$ cat src/rtl/read_batch_loader.sv
// Batch line-fetch engine: issues 4 line requests per read, bounded by an
// outstanding-request limit, and forwards in-order responses to the read RAM stage.
module read_batch_loader #(
  parameter int CL              = 512,
  parameter int MAX_READ        = 256,
  parameter int MAX_OUTSTANDING = 8,
  parameter int ADDR_WIDTH      = 32
) (
  input  logic                  clk,
  input  logic                  reset_n,
  input  logic                  start,
  input  logic [ADDR_WIDTH-1:0] base_addr,
  input  logic [8:0]            batch_size_in,
  output logic                  rd_req_valid,
  output logic [ADDR_WIDTH-1:0] rd_req_addr,
  input  logic                  rd_req_ready,
  input  logic                  rd_rsp_valid,
  input  logic [CL-1:0]         rd_rsp_data,
  output logic                  load_valid,
  output logic [CL-1:0]         load_data,
  output logic [8:0]            batch_size,
  output logic                  busy,
  output logic                  done,
  output logic                  error
);

  localparam int OW = $clog2(MAX_OUTSTANDING + 1);
  localparam logic [OW-1:0] OUT_LIMIT = OW'(MAX_OUTSTANDING);
  localparam logic [OW-1:0] OUT_ONE   = OW'(1);
  localparam logic [9:0]    MAX_SIZE  = 10'(MAX_READ);

  typedef enum logic [1:0] {
    IDLE  = 2'd0,
    REQ   = 2'd1,
    DRAIN = 2'd2,
    FIN   = 2'd3
  } state_t;

  state_t                  state_r, state_s;
  logic [ADDR_WIDTH-1:0]   base_r;
  logic [8:0]              size_r;
  logic [10:0]             req_cnt_r, rsp_cnt_r, total_s;
  logic [OW-1:0]           out_r;
  logic                    load_valid_r, busy_r, done_r, error_r;
  logic [CL-1:0]           load_data_r;
  logic                    size_bad_s, issue_s, accept_s, active_s, rsp_in_s, req_last_s;

  assign total_s    = {size_r, 2'b00};
  assign size_bad_s = (size_r == 9'd0) || ({1'b0, size_r} > MAX_SIZE);
  assign accept_s   = (state_r == IDLE) && start;
  assign active_s   = (state_r == REQ) || (state_r == DRAIN);
  assign rsp_in_s   = rd_rsp_valid && active_s;
  assign issue_s    = rd_req_valid && rd_req_ready;
  assign req_last_s = (req_cnt_r == (total_s - 11'd1));

  // Request channel is driven purely from registered state, so it cannot move while stalled.
  always_comb begin
    rd_req_valid = 1'b0;
    rd_req_addr  = base_r + ADDR_WIDTH'(req_cnt_r);
    if ((state_r == REQ) && !size_bad_s && (req_cnt_r < total_s) && (out_r < OUT_LIMIT)) begin
      rd_req_valid = 1'b1;
    end else begin
      rd_req_valid = 1'b0;
    end
  end

  // Next-state logic.
  always_comb begin
    state_s = state_r;
    case (state_r)
      IDLE:    if (start) state_s = REQ; else state_s = IDLE;
      REQ: begin
        if (size_bad_s)                   state_s = FIN;
        else if (issue_s && req_last_s)   state_s = DRAIN;
        else                              state_s = REQ;
      end
      DRAIN:   if (rsp_cnt_r == total_s) state_s = FIN; else state_s = DRAIN;
      FIN:     state_s = IDLE;
      default: state_s = IDLE;
    endcase
  end

  // State register and registered status outputs.
  always_ff @(posedge clk or negedge reset_n) begin
    if (!reset_n) begin
      state_r <= IDLE;
      busy_r  <= 1'b0;
      done_r  <= 1'b0;
    end else begin
      state_r <= state_s;
      busy_r  <= (state_s == REQ) || (state_s == DRAIN);
      done_r  <= (state_s == FIN);
    end
  end

  // Batch parameters, counters, response forwarding and sticky error.
  always_ff @(posedge clk or negedge reset_n) begin
    if (!reset_n) begin
      base_r       <= {ADDR_WIDTH{1'b0}};
      size_r       <= 9'd0;
      req_cnt_r    <= 11'd0;
      rsp_cnt_r    <= 11'd0;
      out_r        <= {OW{1'b0}};
      load_valid_r <= 1'b0;
      load_data_r  <= {CL{1'b0}};
      error_r      <= 1'b0;
    end else begin
      load_valid_r <= rsp_in_s;
      if (rsp_in_s) load_data_r <= rd_rsp_data;
      if (accept_s) begin
        base_r    <= base_addr;
        size_r    <= batch_size_in;
        req_cnt_r <= 11'd0;
        rsp_cnt_r <= 11'd0;
        out_r     <= {OW{1'b0}};
      end else begin
        if (issue_s)  req_cnt_r <= req_cnt_r + 11'd1;
        if (rsp_in_s) rsp_cnt_r <= rsp_cnt_r + 11'd1;
        case ({issue_s, rsp_in_s})
          2'b10:   out_r <= out_r + OUT_ONE;
          2'b01:   out_r <= out_r - OUT_ONE;
          default: out_r <= out_r;
        endcase
      end
      // A stray response outranks the clear from a simultaneous start.
      if (rd_rsp_valid && !active_s)            error_r <= 1'b1;
      else if ((state_r == REQ) && size_bad_s)  error_r <= 1'b1;
      else if (accept_s)                        error_r <= 1'b0;
      else                                      error_r <= error_r;
    end
  end

  assign load_valid = load_valid_r;
  assign load_data  = load_data_r;
  assign batch_size = size_r;
  assign busy       = busy_r;
  assign done       = done_r;
  assign error      = error_r;

endmodule

$ cat config.mk
export PLATFORM = sky130hd
export DESIGN_NAME = read_batch_loader
export DESIGN_NICKNAME = d
export VERILOG_FILES = /design/src/rtl/read_batch_loader.sv
export SDC_FILE = /design/constraint.sdc
export NUM_CORES = 1
export LEC_CHECK = 0
export ABC_AREA = 1
export CAP_MARGIN = 10
export CORE_AREA = 2 2 433 435
export CTS_CLUSTER_DIAMETER = 120
export DETAILED_ROUTE_END_ITERATION = 8
export DIE_AREA = 0 0 435 437
export MAX_ROUTING_LAYER = met4
export PLACE_DENSITY = 0.37
export REMOVE_ABC_BUFFERS = 1
export SLEW_MARGIN = 15
export SYNTH_ARGS = -nofsm -noshare
export SYNTH_HDL_FRONTEND = slang
export SYNTH_SLANG_ARGS = --single-unit
$ cat constraint.sdc
create_clock -name clk -period 8.5 [get_ports clk]
set_clock_uncertainty 0.05 [all_clocks]
set_input_delay 0.85 -clock clk [delete_from_list [all_inputs] [get_ports clk]]
set_output_delay 0.85 -clock clk [all_outputs]
set_load 0.02 [all_outputs]
==> results by group, run 1 <==
Run status
  • Status: finished clean

STA
  • Setup violations, final: 0
  • Max-Slew Margin vs Limit: 0.296
  • Hold Vio Cnt, Final: 0
  • Actual slew at the worst max-slew pin: 1.06 ns
  • Fin crit period: roughly 4.7 ns
  • Peak Freq: 213 MHz
  • Slew Limit Fails: 0
  • RSZ-0062 raised after global routing: no
  • Final Cycle Share: 0.552
  • Hold_ws: approximately 0.16 ns

Synthesis
  • EDFF count, synth: 0
  • Synth unique cells: 40
  • Syn Area/Cell: 8.44 um^2
  • Register area share after synthesis: 0.610
  • Flops & latches, synth: 585
  • Yosys warns: 0
  • Syn Inst Count: 2842
  • Most used DFF post-synth: dfrtp_1
  • Mapped cell area: between 20000 and 25000 um^2
  • Synth async-reset ratio: 1.00

Power
  • Total power: approximately 17 mW
  • Combinational cell fraction of total power: 0.485
  • Leakage: 19.1 nW
  • Worst vdd ir: 218 uV
  • Net Sw Frac: 0.431
  • Internal: between 9 and 10 mW
  • Sw power: 7.22 mW
  • Sequential share of power: 0.297
  • Clock network fraction of design power: 0.218
  • PwrDens: slightly above 400 nW/um^2

Global routing
  • Vias in the first global route: about 23000
  • Pin count of the biggest net entering global routing: 148
  • First-pass GRT wire length: 184000 um
  • GRT Util Overall: 0.139
  • Initial antenna violation count: 49
  • GRT overflow: 0

Die
  • I/O Pins: roughly 1100
  • Starting Density: 0.130
  • Area of the core: 185000 um^2
  • Die width: 435 um
  • Die area: 190000 um^2
  • Die Y: 437 um
  • Row count: 158

Clock tree
  • Num CTS Buffers: 83
  • Htree depth: 3
  • CTS resizes: 0
  • Clock Path Buffers: 3
  • Worst-path clk slew: 0.05 ns
  • TritonCTS clock tree: done
  • Clock root buffer: clkbuf_16
  • Worst skew pair latency: 0.70 ns
  • Post-CTS setup buffers: 0
  • Clock tree sinks: 585
  • Hold_buf cts: 0

Placement
  • Hpwl dp: 100000 um
  • DP Cell Count: 6333
  • PortBufs: roughly 1100
  • Routability cong.: between 0.9 and 1

Critical path
  • Crit-path max FO: 6
  • Max incr delay on CP: 0.65 ns
  • CP required: 7.60 ns
  • Crit end category: output pin
  • WS Path Type: reg2out
  • Critical path's most frequent cell: nor2_1
  • Max stage delay cell, worst path: clkdlybuf4s50_1
  • Worst-path cell chain: ha_1 -> a21o_1 -> a21oi_1 -> nor2_1 -> nor2_1 -> nand2_1 -> nand3_1 -> nor2_1 -> xor2_1 -> clkdlybuf4s50_1
  • Startpoint class of the critical path: flop
  • Delay-heaviest family, CP: simple AND/OR/NAND/NOR gates
  • Crit path DAT: 3.79 ns
  • CP bufs+invs: 1

Layout
  • Post-layout util: 0.221
  • Share of layout cells above drive strength 1: 0.0459
  • # nets final: between 4000 and 5000
  • Area grow syn2layout: 70.2%
  • Cell Count, Final, Fillers Out: 6506

Detailed routing
  • Vias per inst: 3.46
  • Final WL: ~130000 um
  • DRC viols: 0
  • DR WL/cell: 20.2 um
  • DRT Pass-1 Iters: 5
  • Total vias in the final route: about 23000
  • Detail Route Antenna Nets: 0
  • DRT iter0 DRCs: about 1300

Min path
  • Hold crit path type: in2async

Run
  • Max-Cap Viols: 0
routing by layer:
layer	routed length, um	part of all wire	global-route usage
met5	0	0	-
met4	2710	0.021	0.0349
met3	8730	0.066	0.0412
met2	66400	0.50	0.238
met1	53800	0.41	0.157
cell usage after synthesis, types with 2 or more instances:
library cell  number  area [um^2]
a211oi_1           2         15.0
a21boi_0           2         15.0
a21o_1             2         15.0
a21oi_1           24          120
a21oi_2            2         17.5
buf_1             19         71.3
buf_2             22          110
clkbuf_1          82          308
dfrtp_1          585        14600
fa_1               2         40.0
ha_1              32          400
inv_1             83          312
inv_2              2         7.51
nand2_1         1755         6590
nand2_2            4         25.0
nand2_4            2         22.5
nand3_1           34          170
nand4_1           12         75.1
nor2_1            51          191
nor2_2             4         25.0
nor2_4             3         33.8
nor3_1            20          100
nor3b_1            2         15.0
nor4_1             2         12.5
o21ai_0           42          210
o21ai_2            2         17.5
xnor2_1           13          114
xor2_1            25          219
metrics by stage:
step / area [um^2] / setup slack [ns] / setup TNS [ns]
floorplan: 23500 / -14.47 / -7027.26
CTS: 40800 / 3.58 / 0
finish: 40800 / 3.81 / 0
detailed placement: 38000 / 4.05 / 0
global route: 40800 / 3.45 / 0
global placement: 38000 / 4.08 / 0
power groups by stage:
stage                     Clock (mW)  Combinational, mW  Sequential [mW]
after global placement             0               8.31             5.01
after CTS                       3.79               8.34             4.99
after detailed placement           0               8.32             4.99
final                           3.64               8.12             4.98
after floorplan                    0               2.73             6.31
after global routing            3.90               8.79             5.15
cells in the final DEF (no fill, tap or decap), types with 2 or more instances in the layout:
| master | n |
|---|---|
| a211oi_1 | 2 |
| nand3_1 | 34 |
| nor2_2 | 4 |
| clkbuf_8 | 19 |
| nor4_1 | 2 |
| clkinvlp_4 | 5 |
| nand2_4 | 3 |
| ha_1 | 32 |
| a21oi_1 | 24 |
| xnor2_1 | 13 |
| nand2_2 | 5 |
| a21boi_0 | 2 |
| buf_12 | 5 |
| buf_4 | 15 |
| clkbuf_1 | 16 |
| o21ai_2 | 2 |
| dfrtp_1 | 585 |
| fa_1 | 2 |
| clkbuf_16 | 83 |
| nor2_4 | 3 |
| nand2_1 | 1753 |
| nor3_1 | 20 |
| bufinv_16 | 6 |
| nor3b_1 | 2 |
| inv_6 | 8 |
| a21o_1 | 2 |
| inv_2 | 2 |
| clkinv_2 | 12 |
| nor2_1 | 51 |
| xor2_1 | 25 |
| nand4_1 | 12 |
| inv_8 | 3 |
| diode_2 | 20 |
| clkdlybuf4s50_1 | 1114 |
| o21ai_0 | 42 |
| inv_1 | 83 |
| a21oi_2 | 2 |
final timing paths:
check | slack, ns | endpoint | from | depth (start not counted)
max | 3.81 | rd_req_addr[23] | req_cnt_r[6] | 10
min | 0.16 | load_data[331] | reset_n | 1
max reg2reg | 4.69 | load_data[166] | state_r[0] | 8
min reg2reg | 0.42 | load_data[124] | load_data[124] | 2
max in group asynchronous | 6.29 | load_data[461] | reset_n | 3
min in group clk | 0.42 | load_data[124] | load_data[124] | 2
kinds of logic (layout without fill, tap and decap cells):
family / count (synthesis) / in the layout / share of synthesized area
adder cells (fa/ha/maj): 34 / 34 / 0.0184
AND/OR/NAND/NOR: 1894 / 1894 / 0.305
other: 0 / 20 / 0
AO/OA/AOI/OAI: 81 / 81 / 0.0187
flip-flops: 585 / 585 / 0.610
XOR/XNOR: 38 / 38 / 0.0139
buffers and inverters: 210 / 1374 / 0.0344
flip-flops by register name, summed over array words and instances (netlist names):
| name | cells |
|---|---|
| batch_size | 9 |
| rsp_cnt_r | 11 |
| load_data | 512 |
| busy | 1 |
| base_r | 32 |
| done | 1 |
| out_r | 4 |
| state_r | 2 |
| error | 1 |
| req_cnt_r | 11 |
| load_valid | 1 |
worst register-to-register path, cell delays in order (launching register included):
cell,delay (ns)
dfrtp_1,0.37
inv_1,0.10
ha_1,0.36
nand2_4,0.12
buf_12,0.55
buf_4,0.83
buf_4,1.03
nand2_1,0.24
nand2_1,0.11
final cells by class:
class | instances | area, um^2
Timing Repair Buffer | 1135 | 11400
Inverter | 86 | 330
Clock inverter | 35 | 399
Multi-Input combinational cell | 2047 | 8540
Tap cell | 2480 | 3100
Sequential cell | 585 | 14600
Clock buffer | 118 | 2400
Antenna cell | 20 | 50.0
Fill cell | 20400 | 144000
(Power assumes the default switching activity.)
==> run 2: changes to the inputs <==
==> constraint.sdc (replaced) <==
create_clock -name clk -period 4.45 [get_ports clk]
set_clock_uncertainty 0.05 [all_clocks]
set_input_delay 0.445 -clock clk [delete_from_list [all_inputs] [get_ports clk]]
set_output_delay 0.445 -clock clk [all_outputs]
set_load 0.02 [all_outputs]
==> run 2 against run 1 <==
Compared with the run above:
- sequential power increased by 91%
- combinational power increased by 92%
- worst hold slack improved by 0.062 ns
- count of clock-buffer cells in the layout increased by 4
- core utilization increased by 0.11 points
- worst setup slack got worse by 3.6 ns
- register-to-register slack got worse by 3.4 ns
- critical path type unchanged
- largest cell class unchanged
==> results by group, run 2 (synthesis gave the netlist of run 1 again) <==
Clock tree
  • Worst-path clk slew: 0.06 ns (was 0.05 ns)
  • Worst skew pair latency: 0.69 ns (was 0.70 ns)
  • Clock tree sinks: 585 (unchanged)
  • Clock Path Buffers: 3 (unchanged)
  • Htree depth: 3 (unchanged)
  • Num CTS Buffers: 84 (was 83)
  • TritonCTS clock tree: done (unchanged)
  • Post-CTS setup buffers: 0 (unchanged)
  • Clock root buffer: clkbuf_16 (unchanged)

Detailed routing
  • Detail Route Antenna Nets: 0 (unchanged)
  • DR WL/cell: 20.6 um (was 20.2 um)
  • DRT iter0 DRCs: 1264 (was 1301)
  • DRT Pass-1 Iters: 5 (unchanged)
  • Max Used Layer: met4 (unchanged)
  • DRC viols: 0 (unchanged)
  • Vias per inst: 3.48 (was 3.46)
  • Total vias in the final route: 22700 (was 22500)
  • Met3 wire len: 9250 um (was 8730 um)
  • Final WL: 134000 um (was 132000 um)
  • M1 WL: 54300 um (was 53800 um)
  • WL met2: 66500 um (was 66400 um)

Layout
  • # nets final: 4540 (was 4530)
  • Share of layout cells above drive strength 1: 0.0476 (was 0.0459)
  • Most common cell after layout, fill and taps aside: nand2_1 (unchanged)
  • Area grow syn2layout: 71.0% (was 70.2%)
  • Post-layout util: 0.222 (was 0.221)
  • Max reg flops: 512 (unchanged)
  • Most frequent cells in the layout: nand2_1, clkdlybuf4s50_1, dfrtp_1, clkbuf_16, inv_1 (was nand2_1, clkdlybuf4s50_1, dfrtp_1, inv_1, clkbuf_16)
  • Cell Count, Final, Fillers Out: 6521 (was 6506)
  • Layout fillers: 20500 (was 20400)

Global routing
  • GRT Util Overall: 0.141 (was 0.139)
  • Initial antenna violation count: 48 (was 49)
  • First-pass GRT wire length: 185000 um (was 184000 um)
  • Pin count of the biggest net entering global routing: 176 (was 148)
  • Vias in the first global route: 23200 (about the same)
  • GRT overflow: 0 (unchanged)

Min path
  • Hold crit path type: in2reg (was in2async)

Power
  • Clock network fraction of design power: 0.218 (about the same)
  • Worst vdd ir: 373 uV (was 218 uV)
  • Leakage: 19.2 nW (was 19.1 nW)
  • Sw power: 13.9 mW (was 7.22 mW)
  • Sequential share of power: 0.296 (was 0.297)
  • Internal: 18.3 mW (was 9.52 mW)
  • Net Sw Frac: 0.432 (was 0.431)
  • Combinational cell fraction of total power: 0.486 (was 0.485)
  • PwrDens: 783 nW/um^2 (was 410 nW/um^2)
  • Total power: 32.1 mW (was 16.7 mW)

Die
  • Area of the core: 185000 um^2 (unchanged)
  • Die area: 190000 um^2 (unchanged)
  • Die Y: 437 um (unchanged)
  • Die width: 435 um (unchanged)
  • I/O Pins: 1116 (unchanged)
  • Starting Density: 0.130 (unchanged)
  • Row count: 158 (unchanged)

Critical path
  • Max stage delay cell, worst path: clkdlybuf4s50_1 (unchanged)
  • CP required: 3.95 ns (was 7.60 ns)
  • Worst-path cell chain: ha_1 -> inv_1 -> fa_1 -> o21ai_2 -> a21boi_0 -> o21ai_0 -> nand3_1 -> nand2_1 -> xor2_1 -> clkdlybuf4s50_1 (was ha_1 -> a21o_1 -> a21oi_1 -> nor2_1 -> nor2_1 -> nand2_1 -> nand3_1 -> nor2_1 -> xor2_1 -> clkdlybuf4s50_1)
  • Max incr delay on CP: 0.69 ns (was 0.65 ns)
  • WS Path Type: reg2out (unchanged)
  • Crit path DAT: 3.71 ns (was 3.79 ns)
  • Crit end category: output pin (unchanged)
  • Startpoint class of the critical path: flop (unchanged)
  • Crit-path max FO: 3 (was 6)

STA
  • Peak Freq: 238 MHz
  • Final worst slack: 0.244 ns (was 3.81 ns)
  • Setup violations, final: 0 (unchanged)
  • RSZ-0062 raised after global routing: no (unchanged)
  • Final Cycle Share: 0.945
  • Fin crit period: 4.21 ns
  • Hold Vio Cnt, Final: 0 (unchanged)
  • Max-Slew Margin vs Limit: 0.299 (was 0.296)
  • Slew Limit Fails: 0 (unchanged)
  • Actual slew at the worst max-slew pin: 1.05 ns (was 1.06 ns)

Placement
  • Hpwl dp: 102000 um (was 100000 um)
  • Routability cong.: 0.908 (was 0.907)
  • DP Cell Count: 6341 (was 6333)
  • DP Worst Slack: 0.731 ns (was 4.05 ns)
  • PortBufs: 1115 (unchanged)

Run status
  • Status: finished clean (unchanged)

Run
  • Max-Cap Viols: 0 (unchanged)
-- run 2: power by group through the flow --
stage	Sequential (mW)	Combinational, mW	Clock [mW]
6_report	9.51	15.6	7.02
3_3_place_gp	9.53	16.0	0
4_1_cts	9.54	16.0	7.34
5_1_grt	9.84	16.9	7.53
2_1_floorplan	11.9	4.05	0
3_5_place_dp	9.54	16.0	0
-- run 2: final timing paths --
kind	cells after the start	endpoint	slack (ns)	startpoint
max reg2reg	21	out_r[3]	1.30	batch_size[2]
max in group asynchronous	3	load_data[82]	2.85	reset_n
min	3	load_data[216]	0.22	rd_rsp_data[216]
min in group asynchronous	2	rsp_cnt_r[4]	0.34	reset_n
max	10	rd_req_addr[10]	0.24	req_cnt_r[0]
min reg2reg	2	load_data[76]	0.42	load_data[76]
-- run 2: final cells by class --
type	instances	area [um^2]	share of cell area
flip-flops and latches	585	14600	0.357
repair buffers	1144	11500	0.280
multi-input cells	2047	8560	0.209
well taps	2480	3100	0.0756
clock buffers	122	2440	0.0596
clock inverters	28	379	0.00924
inverters	86	330	0.00805
diodes	29	72.6	0.00177
-- run 2: metal layers --
layer / GRT usage / vias to the layer above
li1: - / 10900
met1: 0.159 / 10900
met2: 0.235 / 753
met3: 0.0461 / 184
met4: 0.0467 / 0
met5: - / -
-- run 2: per-stage QoR --
| step | hold WS (ns) | instance area, um^2 | setup TNS (ns) |
|---|---|---|---|
| global placement | 0.411 | 38100 | 0 |
| CTS | 0.114 | 41000 | 0 |
| floorplan | 0.0994 | 23500 | -9165.59 |
| finish | 0.222 | 41000 | 0 |
| detailed placement | 0.414 | 38100 | 0 |
| global route | 0.144 | 41000 | 0 |
-- run 2: worst max-delay path: cells and delay by family, from the launching register on --
family	cells	cell delay [ns]
DFF	1	0.37
and+or+nand+nor	2	0.20
xor gates and xnor gates	1	0.33
AOI/OAI and AO/OA	3	0.77
adders and majority gates	2	0.60
buffers and inverters	2	0.75
-- run 2: timing repair --
item                                    4_1_cts  5_1_grt
endpoints found under the hold margin        50        0
resized for setup                             2        3
pin swaps                                     0        0
endpoints found under the setup margin        8        4
cloned                                        0        0
hold buffers                                  1        0
==> run 3: changes to the inputs <==
==> config.mk (replaced) <==
export PLATFORM = sky130hd
export DESIGN_NAME = read_batch_loader
export DESIGN_NICKNAME = d
export VERILOG_FILES = /design/src/rtl/read_batch_loader.sv
export SDC_FILE = /design/constraint.sdc
export NUM_CORES = 1
export LEC_CHECK = 0
export CAP_MARGIN = 10
export CORE_AREA = 2 2 430 432
export CTS_CLUSTER_DIAMETER = 80
export DETAILED_ROUTE_END_ITERATION = 8
export DIE_AREA = 0 0 432 434
export MAX_ROUTING_LAYER = met4
export PLACE_DENSITY = 0.37
export REMOVE_ABC_BUFFERS = 1
export SLEW_MARGIN = 15
export SYNTH_ARGS = -nofsm -noshare
export SYNTH_HDL_FRONTEND = slang
export SYNTH_SLANG_ARGS = --single-unit
export TNS_END_PERCENT = 100
==> run 3 against run 2 <==
Compared with the run above:
- area after synthesis shrank 1.5%
- worst setup slack better by 0.031 ns
- clock power is 2% lower
- first-iteration DRC count shrank 3.8%
- via count is 2.6% lower
- global-route usage is 0.85 points higher
- die area decreased by 1.4%
- synthesized cell count is 5.3% lower
- wire length increased by 4.8%
- sequential share of layout area is 0.28 points higher
- critical endpoint is now rd_req_addr[30]
==> results by group, run 3 <==
Synthesis
  • Most frequent cell after synthesis: nand2_1 (unchanged)
  • Syn Area/Cell: 8.79 um^2 (was 8.44 um^2)
  • Post-synth top cells: nand2_1, dfrtp_1, clkbuf_1 (was nand2_1, dfrtp_1, inv_1)
  • EDFF count, synth: 0 (unchanged)
  • Synth unique cells: 50 (was 40)
  • Syn Inst Count: 2690 (was 2842)
  • Mapped cell area: 23600 um^2 (was 24000 um^2)
  • Area share of the largest cell type after synthesis: 0.619 (was 0.610)
  • Most used DFF post-synth: dfrtp_1 (unchanged)
  • Post-synth top area cell: dfrtp_1 (unchanged)
  • Register area share after synthesis: 0.619 (was 0.610)
  • Synth async-reset ratio: 1.00 (unchanged)
  • Top area cells in the synthesized netlist: dfrtp_1, nand2_1, clkbuf_1 (was dfrtp_1, nand2_1, ha_1)
  • Yosys warns: 0 (unchanged)
  • Flops & latches, synth: 585 (unchanged)

Critical path
  • Crit-path max FO: 5 (was 3)
  • Worst-path cell chain: ha_1 -> inv_1 -> fa_1 -> nor2b_1 -> o21ai_1 -> a21oi_2 -> nor4_4 -> o31a_4 -> buf_4 -> nor3_1 -> xor2_1 -> dlygate4sd2_1 (was ha_1 -> inv_1 -> fa_1 -> o21ai_2 -> a21boi_0 -> o21ai_0 -> nand3_1 -> nand2_1 -> xor2_1 -> clkdlybuf4s50_1)
  • Startpoint class of the critical path: flop (unchanged)
  • Crit end category: output pin (unchanged)
  • Crit path DAT: 3.68 ns (was 3.71 ns)
  • WS Path Type: reg2out (unchanged)
  • Max incr delay on CP: 0.43 ns (was 0.69 ns)
  • CP required: 3.95 ns (about the same)
  • Max stage delay cell, worst path: o31a_4 (was clkdlybuf4s50_1)

Detailed routing
  • Final WL: 141000 um (was 134000 um)
  • DRC viols: 0 (unchanged)
  • DRT Pass-1 Iters: 5 (unchanged)
  • Vias per inst: 3.52 (was 3.48)
  • DRT iter0 DRCs: 1216 (was 1264)
  • Detail Route Antenna Nets: 0 (unchanged)
  • Total vias in the final route: 22100 (was 22700)
  • DR WL/cell: 22.4 um (was 20.6 um)

Clock tree
  • Clock root buffer: clkbuf_16 (unchanged)
  • Num CTS Buffers: 83 (was 84)
  • Worst skew pair latency: 0.71 ns (was 0.69 ns)
  • Clock Path Buffers: 3 (unchanged)
  • Worst-path clk slew: 0.06 ns (about the same)
  • Htree depth: 3 (unchanged)
  • Clock tree sinks: 585 (unchanged)
  • TritonCTS clock tree: done (unchanged)

Global routing
  • Vias in the first global route: 22600 (was 23200)
  • Initial antenna violation count: 44 (was 48)
  • Pin count of the biggest net entering global routing: 164 (was 176)
  • First-pass GRT wire length: 190000 um (was 185000 um)
  • GRT Util Overall: 0.149 (was 0.141)
  • GRT overflow: 0 (unchanged)

Die
  • I/O Pins: 1116 (unchanged)
  • Row count: 157 (was 158)
  • Die width: 432 um (was 435 um)
  • Starting Density: 0.130 (about the same)
  • Die Y: 434 um (was 437 um)
  • Area of the core: 182000 um^2 (was 185000 um^2)
  • Die area: 187000 um^2 (was 190000 um^2)

Placement
  • DP Cell Count: 6100 (was 6341)
  • Routability cong.: 0.881 (was 0.908)
  • PortBufs: 1115 (unchanged)
  • Hpwl dp: 110000 um (was 102000 um)
  • DP Worst Slack: 0.516 ns (was 0.731 ns)

Layout
  • Share of layout cells above drive strength 1: 0.0514 (was 0.0476)
  • Most frequent cells in the layout: nand2_1, clkdlybuf4s50_1, dfrtp_1, clkbuf_16 (was nand2_1, clkdlybuf4s50_1, dfrtp_1, clkbuf_16, inv_1)
  • Area grow syn2layout: 72.2% (was 71.0%)
  • Cell Count, Final, Fillers Out: 6289 (was 6521)
  • Max reg flops: 512 (unchanged)
  • # nets final: 4395 (was 4540)
  • Most common cell after layout, fill and taps aside: nand2_1 (unchanged)

Power
  • Total power: 16.0 mW (was 32.1 mW)
  • PwrDens: 394 nW/um^2 (was 783 nW/um^2)
  • Leakage: 19.1 nW (was 19.2 nW)
  • Worst vdd ir: 247 uV (was 373 uV)

STA
  • Final worst slack: 0.276 ns (was 0.244 ns)
  • RSZ-0062 raised after global routing: no (unchanged)
  • Setup TNS: 0 ns (unchanged)
  • Max-Slew Margin vs Limit: 0.150 (was 0.299)
  • Fin crit period: 4.17 ns (was 4.21 ns)
  • Final Cycle Share: 0.938 (was 0.945)
  • Peak Freq: 240 MHz (was 238 MHz)
  • Hold Vio Cnt, Final: 0 (unchanged)
  • Actual slew at the worst max-slew pin: 1.28 ns (was 1.05 ns)
  • Slew Limit Fails: 0 (unchanged)
  • Setup violations, final: 0 (unchanged)

Run status
  • Status: finished clean (unchanged)

Run
  • Max-Cap Viols: 0 (unchanged)

Min path
  • Hold crit path type: in2reg (unchanged)
## run 3: power breakdown
group | internal (mW) | leakage, nW | switching, mW
logic | 1.41 | 10.6 | 1.66
registers | 5.78 | 7.16 | 0.316
clock network | 4.08 | 1.35 | 2.79
total | 11.3 | 19.1 | 4.77
## run 3: metal layers
metal,wire [um],GRT usage,part of all wire,up-vias
met5,0,-,0,-
met1,58300,0.177,0.41,10800
met2,71500,0.252,0.51,648
met3,8100,0.0361,0.058,139
li1,-,-,-,10500
met4,2810,0.0391,0.020,0
## run 3: worst paths after layout
check	from	end	slack, ns	depth (start not counted)
setup / recovery	req_cnt_r[0]	rd_req_addr[30]	0.28	12
hold / removal	rd_rsp_data[455]	load_data[455]	0.22	3
setup reg to reg	batch_size[4]	out_r[3]	1.08	13
hold reg to reg	load_data[214]	load_data[214]	0.42	2
max in group asynchronous	reset_n	load_data[250]	2.84	3
min in group asynchronous	reset_n	batch_size[4]	0.37	2
## run 3: cells by family (layout without fill, tap and decap cells)
kind of cell             Yosys count  after routing  synth area share
AND/OR/NAND/NOR                 1780           1780             0.293
flip-flops                       585            585             0.619
buffers and inverters            155           1332            0.0253
XOR/XNOR                          71             71            0.0266
AO/OA/AOI/OAI                     63             64            0.0169
adder cells (fa/ha/maj)           34             34            0.0186
multiplexers                       2              2          0.000847
other                              0             36                 0
## run 3: stage by stage
stage / util / hold slack, ns / area (um^2)
CTS: 0.223 / 0.119 / 40600
floorplan: - / 0.0994 / 23100
global placement: 0.207 / 0.406 / 37800
global route: 0.223 / 0.174 / 40700
finish: 0.223 / 0.218 / 40700
detailed placement: 0.207 / 0.411 / 37800
## run 3: critical path, delay by kind of cell (launching register included)
kind,cells,cell delay (ns)
buffers and inverters,3,0.59
adder cells (fa/ha/maj),2,0.62
flip-flops,1,0.40
XOR/XNOR,1,0.16
AND/OR/NAND/NOR,3,0.41
AO/OA/AOI/OAI,3,0.76
## run 3: layout make-up
| type | instances | area, um^2 |
|---|---|---|
| antenna | 36 | 90.1 |
| sequential | 585 | 14600 |
| inverter | 23 | 93.8 |
| clock buffer | 119 | 2410 |
| multi-input combinational | 1951 | 8470 |
| tap | 2385 | 2980 |
| timing repair buffer | 1159 | 11700 |
| fill | 19900 | 142000 |
| clock inverter | 31 | 360 |
## run 3: what timing repair did
action	CTS	global route
hold endpoints to repair	66	0
gates cloned	1	0
pin swaps	1	0
buffers inserted	1	0
gates resized for setup	17	6
setup endpoints to repair	12	10
hold buffers	1	0
